`src/rtl/sync_fifo_flex.sv`:
```
// Single-clock FIFO with binary wrap-bit pointers, occupancy count, programmable
// almost-full/almost-empty flags, sticky error flags, flush and optional FWFT read.
module sync_fifo_flex #(
  parameter int DATA_WIDTH    = 32,
  parameter int ADDR_WIDTH    = 4,
  parameter int FWFT          = 0,
  parameter int AFULL_THRESH  = 12,
  parameter int AEMPTY_THRESH = 2
) (
  input  logic                  clk,
  input  logic                  rst,
  input  logic                  flush,
  input  logic                  wpush,
  input  logic [DATA_WIDTH-1:0] wdata,
  output logic                  wfull,
  output logic                  walmost_full,
  input  logic                  rpull,
  output logic [DATA_WIDTH-1:0] rdata,
  output logic                  rvalid,
  output logic                  rempty,
  output logic                  ralmost_empty,
  output logic [ADDR_WIDTH:0]   count,
  output logic                  overflow,
  output logic                  underflow
);

  localparam int DEPTH = 1 << ADDR_WIDTH;
  localparam logic [ADDR_WIDTH:0] DEPTH_V  = (ADDR_WIDTH+1)'(DEPTH);
  localparam logic [ADDR_WIDTH:0] AFULL_V  = (ADDR_WIDTH+1)'(AFULL_THRESH);
  localparam logic [ADDR_WIDTH:0] AEMPTY_V = (ADDR_WIDTH+1)'(AEMPTY_THRESH);

  if (ADDR_WIDTH < 1) begin : g_chk_aw
    $error("sync_fifo_flex: ADDR_WIDTH must be >= 1");
  end
  if (AFULL_THRESH < 1 || AFULL_THRESH > DEPTH) begin : g_chk_af
    $error("sync_fifo_flex: AFULL_THRESH out of range 1..DEPTH");
  end
  if (AEMPTY_THRESH < 0 || AEMPTY_THRESH > DEPTH - 1) begin : g_chk_ae
    $error("sync_fifo_flex: AEMPTY_THRESH out of range 0..DEPTH-1");
  end

  logic [DATA_WIDTH-1:0] mem [DEPTH];
  logic [ADDR_WIDTH:0]   wptr, rptr, cnt;
  logic                  ovf, unf;
  logic                  wen, ren;

  // Flags decode only from the registered count, never from push/pull.
  assign wfull         = (cnt == DEPTH_V);
  assign rempty        = (cnt == '0);
  assign walmost_full  = (cnt >= AFULL_V);
  assign ralmost_empty = (cnt <= AEMPTY_V);
  assign count         = cnt;
  assign overflow      = ovf;
  assign underflow     = unf;

  assign wen = wpush && !wfull  && !flush;
  assign ren = rpull && !rempty && !flush;

  always_ff @(posedge clk or posedge rst) begin
    if (rst) begin
      wptr <= '0;
      rptr <= '0;
      cnt  <= '0;
      ovf  <= 1'b0;
      unf  <= 1'b0;
    end else if (flush) begin
      wptr <= '0;
      rptr <= '0;
      cnt  <= '0;
      ovf  <= 1'b0;
      unf  <= 1'b0;
    end else begin
      if (wen) wptr <= wptr + 1'b1;
      if (ren) rptr <= rptr + 1'b1;
      case ({wen, ren})
        2'b10:   cnt <= cnt + 1'b1;
        2'b01:   cnt <= cnt - 1'b1;
        default: cnt <= cnt;
      endcase
      if (wpush && wfull)  ovf <= 1'b1;
      if (rpull && rempty) unf <= 1'b1;
    end
  end

  always_ff @(posedge clk) begin
    if (wen) mem[wptr[ADDR_WIDTH-1:0]] <= wdata;
  end

  if (FWFT != 0) begin : g_fwft
    assign rdata  = mem[rptr[ADDR_WIDTH-1:0]];
    assign rvalid = !rempty;
  end else begin : g_reg_read
    logic [DATA_WIDTH-1:0] rdata_p1;
    logic                  vld_p1;

    // p0 -> p1: popped word registered, one cycle after the accepted pull.
    always_ff @(posedge clk or posedge rst) begin
      if (rst) begin
        rdata_p1 <= '0;
        vld_p1   <= 1'b0;
      end else begin
        vld_p1 <= ren;
        if (ren) rdata_p1 <= mem[rptr[ADDR_WIDTH-1:0]];
      end
    end

    assign rdata  = rdata_p1;
    assign rvalid = vld_p1;
  end

endmodule

```
`config.mk`:
```
export PLATFORM = sky130hd
export DESIGN_NAME = sync_fifo_flex
export DESIGN_NICKNAME = d
export VERILOG_FILES = /design/src/rtl/sync_fifo_flex.sv
export SDC_FILE = /design/constraint.sdc
export NUM_CORES = 1
export LEC_CHECK = 0
export BUFFER_PORTS_ARGS = -buffer_cell sky130_fd_sc_hd__buf_2
export CORE_ASPECT_RATIO = 2
export CORE_UTILIZATION = 53
export DETAILED_ROUTE_END_ITERATION = 6
export GPL_ROUTABILITY_DRIVEN = 0
export PLACE_DENSITY = 0.7
export SYNTH_ARGS = -nofsm -noshare
export SYNTH_HDL_FRONTEND = slang
export SYNTH_SLANG_ARGS = --single-unit
export TNS_END_PERCENT = 1
```
`constraint.sdc`:
```
create_clock -name clk -period 3.5 [get_ports clk]
set_input_delay 0.35 -clock clk [delete_from_list [all_inputs] [get_ports clk]]
set_output_delay 0.35 -clock clk [all_outputs]
set_load 0.01 [all_outputs]
```
==> reports/results.tsv <==
metric	value	unit
synth_edf_count	512	
cp.arrival	3.46	ns
crit_path_start_kind	flip-flop	
synthToLayoutAreaGrowth	13.51	%
rsz0062_at_grt	false	
hold_path_class	input port to flip-flop	
seqCellArea	16590	um2
nNetsFinal	1076	
htreeDepth	2	
startpoint	count[1]$_DFFE_PP0P_	
min_from	wdata[24]	
slew_headroom	29.82	%
cts-buffers-inserted	46	
fin_crit_sh	86.47	%
multi_input_area	4770	um2
antenna_found_initial	1	
utilization	60.97	%
cts.sinks	560	
ys_top_cells_by_area	edfxtp_1 (71%), mux4_2 (17%), dfrtp_1 (5.6%)	
gr-usage-met1	27.93	%
drv_slew	0	
cts-root-buf	clkbuf_16	
portBuffers	80	
drc	0	
clk_pin_slew_worst_paths	0.07	ns
grt_use_met3	2.849	%
ys_types	39	
cts_buffer_depth	3	
cts_setup_buffers	0	
post_drt_wl_per_cell	28.47	um
worstSkewPairLatency	0.57	ns
fmax	0.3304	GHz
grt_use_total	23.21	%
drt_iter0_drc	795	
power_per_cell_area	682.1	nW/um2
grt_pass1_wl	66.70	mm
busiest_layer	met2	
yosys_register_bits	560	
drive_above_1_share	37.79	%
start_util	53.71	%
fin_tns_setup	0	ns
post_cts_resized	0	
cts_tree	done	
status	finished, final reports clean	
yosysTopAreaCellShare	71.42	%
first_global_vias	10109	
die_w	144.5	um
crit_path_end_kind	flip-flop	
placementRows	104	
dieArea	41480	um2
avgSynthCellArea	23.63	um2
dr.pass1.iters	5	
syn_inst	911	
power_leakage	7.797	nW
finalSetupViolations	0	
irDropWorstVdd	416.4	uV
chipHeight	287.0	um
gr-usage-met2	41.63	%
vias_per_cell	6.037	
syn_nets	955	
yosys_warnings	0	
required	3.94	ns
final_hold_viol_count	0	
crit_type	flip-flop to flip-flop	
synth_area	21530	um2
maxCapViolCount	0	
async_flop_share	8.571	%
ant_nets	0	
grt_max_degree	52	
min_period	3.026	ns
fillers	2834	
io_pins	81	
worst_slew_pin_slew	1.053	ns
vias	9665	
skew	0.02159	ns
cp_max_fo	11	
rr_startpoint	count[1]$_DFFE_PP0P_	
synthFlopType	edfxtp_1	
yosysSeqAreaShare	77.00	%
routed_wl	45.59	mm
dp_hpwl	28.37	mm
synth_area_leader_cell	edfxtp_1	
grt_overflow	0	
core_area	40080	um2
[path summary, 6_finish.rpt]
check                      depth (start not counted)  slack (ns)                     to
max                                                9        0.47   count[4]$_DFFE_PP0P_
min                                                1        0.15   mem[6][24]$_DFFE_PP_
max in group asynchronous                          4        2.32  rdata[10]$_DFFE_PP0P_
max reg2reg                                        9        0.47   count[4]$_DFFE_PP0P_
min in group asynchronous                          3        0.46  rdata[17]$_DFFE_PP0P_
min reg2reg                                        2        0.49  underflow$_DFFE_PP0P_
[cell usage in the layout, fill, tap and decap left out, drive strengths merged, types with 5 or more instances in the layout]
| cell type | netlist | final |
|---|---|---|
| a21oi | 9 | 9 |
| clkbuf | 20 | 60 |
| nand2 | 8 | 8 |
| edfxtp | 512 | 512 |
| buf | 29 | 121 |
| inv | 6 | 8 |
| nand3 | 5 | 5 |
| nor2 | 35 | 35 |
| clkinv | 0 | 18 |
| mux2 | 32 | 32 |
| dfrtp | 48 | 48 |
| mux4 | 160 | 160 |
| ha | 7 | 7 |
[cell usage after synthesis, types with 2 or more instances]
cell type,count
nor2_1,34
mux4_2,160
o22ai_1,2
xnor2_1,4
inv_1,6
ha_1,7
dfrtp_1,48
clkbuf_1,20
buf_6,11
a21oi_1,9
mux2i_1,4
a21o_1,2
or3_1,4
buf_1,8
or4_1,2
a31oi_1,2
mux2_4,10
xor2_1,4
nand2_1,8
edfxtp_1,512
buf_2,10
nand3_1,5
mux2_2,22
o21ai_0,2
[through the flow]
stage                     instance area [um2]  instances  power (mW)  hold slack [ns]  setup WS (ns)
after CTS                               24430       1599       16.84           0.1220         0.5118
after detailed placement                22920       1513       11.76           0.4846         0.5211
after global routing                    24430       1600       17.27           0.1371         0.3121
after global placement                  22920       1513       11.71           0.4751         0.5660
after floorplan                         21530        911       10.58           0.4489         0.2890
final                                   24430       1601       16.67           0.1485         0.4737
[flip-flops by register name, indices dropped and copies added, names as in the netlist]
name,flops
mem,512
rdata,32
count,5
rptr,4
wptr,4
overflow,1
rvalid,1
underflow,1
[layout make-up]
type                    count  share of cell area, %
clock buffers              60                  5.136
well taps                 530                  2.714
flip-flops and latches    560                  67.88
repair buffers            122                  3.656
inverters                   6                0.09217
diodes                      2                0.02048
clock inverters            25                 0.9832
multi-input cells         296                  19.52
[cells by family after synthesis]
| kind of cell | after synthesis | share of synthesized area, % |
|---|---|---|
| fa+ha+maj | 7 | 0.4068 |
| buf+inv | 55 | 1.401 |
| simple gates | 58 | 1.209 |
| mux | 196 | 18.77 |
| flops | 560 | 77.00 |
| compound gates | 27 | 0.8835 |
| xor+xnor | 8 | 0.3255 |
[critical path, cell delays in order (launching register included)]
cell       delay (ns)
dfrtp_1          0.48
o41ai_1          0.63
o2111a_1         0.35
xor2_1           0.10
ha_1             0.23
or3_1            0.31
a21oi_1          0.28
mux2i_1          0.25
a2bb2oi_1        0.17
o22ai_1          0.09
[report_power, final]
group | internal (mW) | switching, mW | total, mW
logic | 1.87 | 1.72 | 3.59
registers | 7.65 | 0.306 | 7.95
clock network | 2.84 | 2.28 | 5.12
total | 12.4 | 4.31 | 16.7
[routing by layer]
layer	share of wire, %	wire length, um	up-vias
met5	0	0	-
met4	4.1	1882	0
met3	4.2	1904	79
met2	56	25460	289
met1	36	16340	5204
li1	-	-	4093
[what timing repair did]
action,4_1_cts,5_1_grt
endpoints found under the hold margin,28,0
hold buffers,1,0
setup endpoints to repair,0,0
Power figures use the tool's default switching activity.
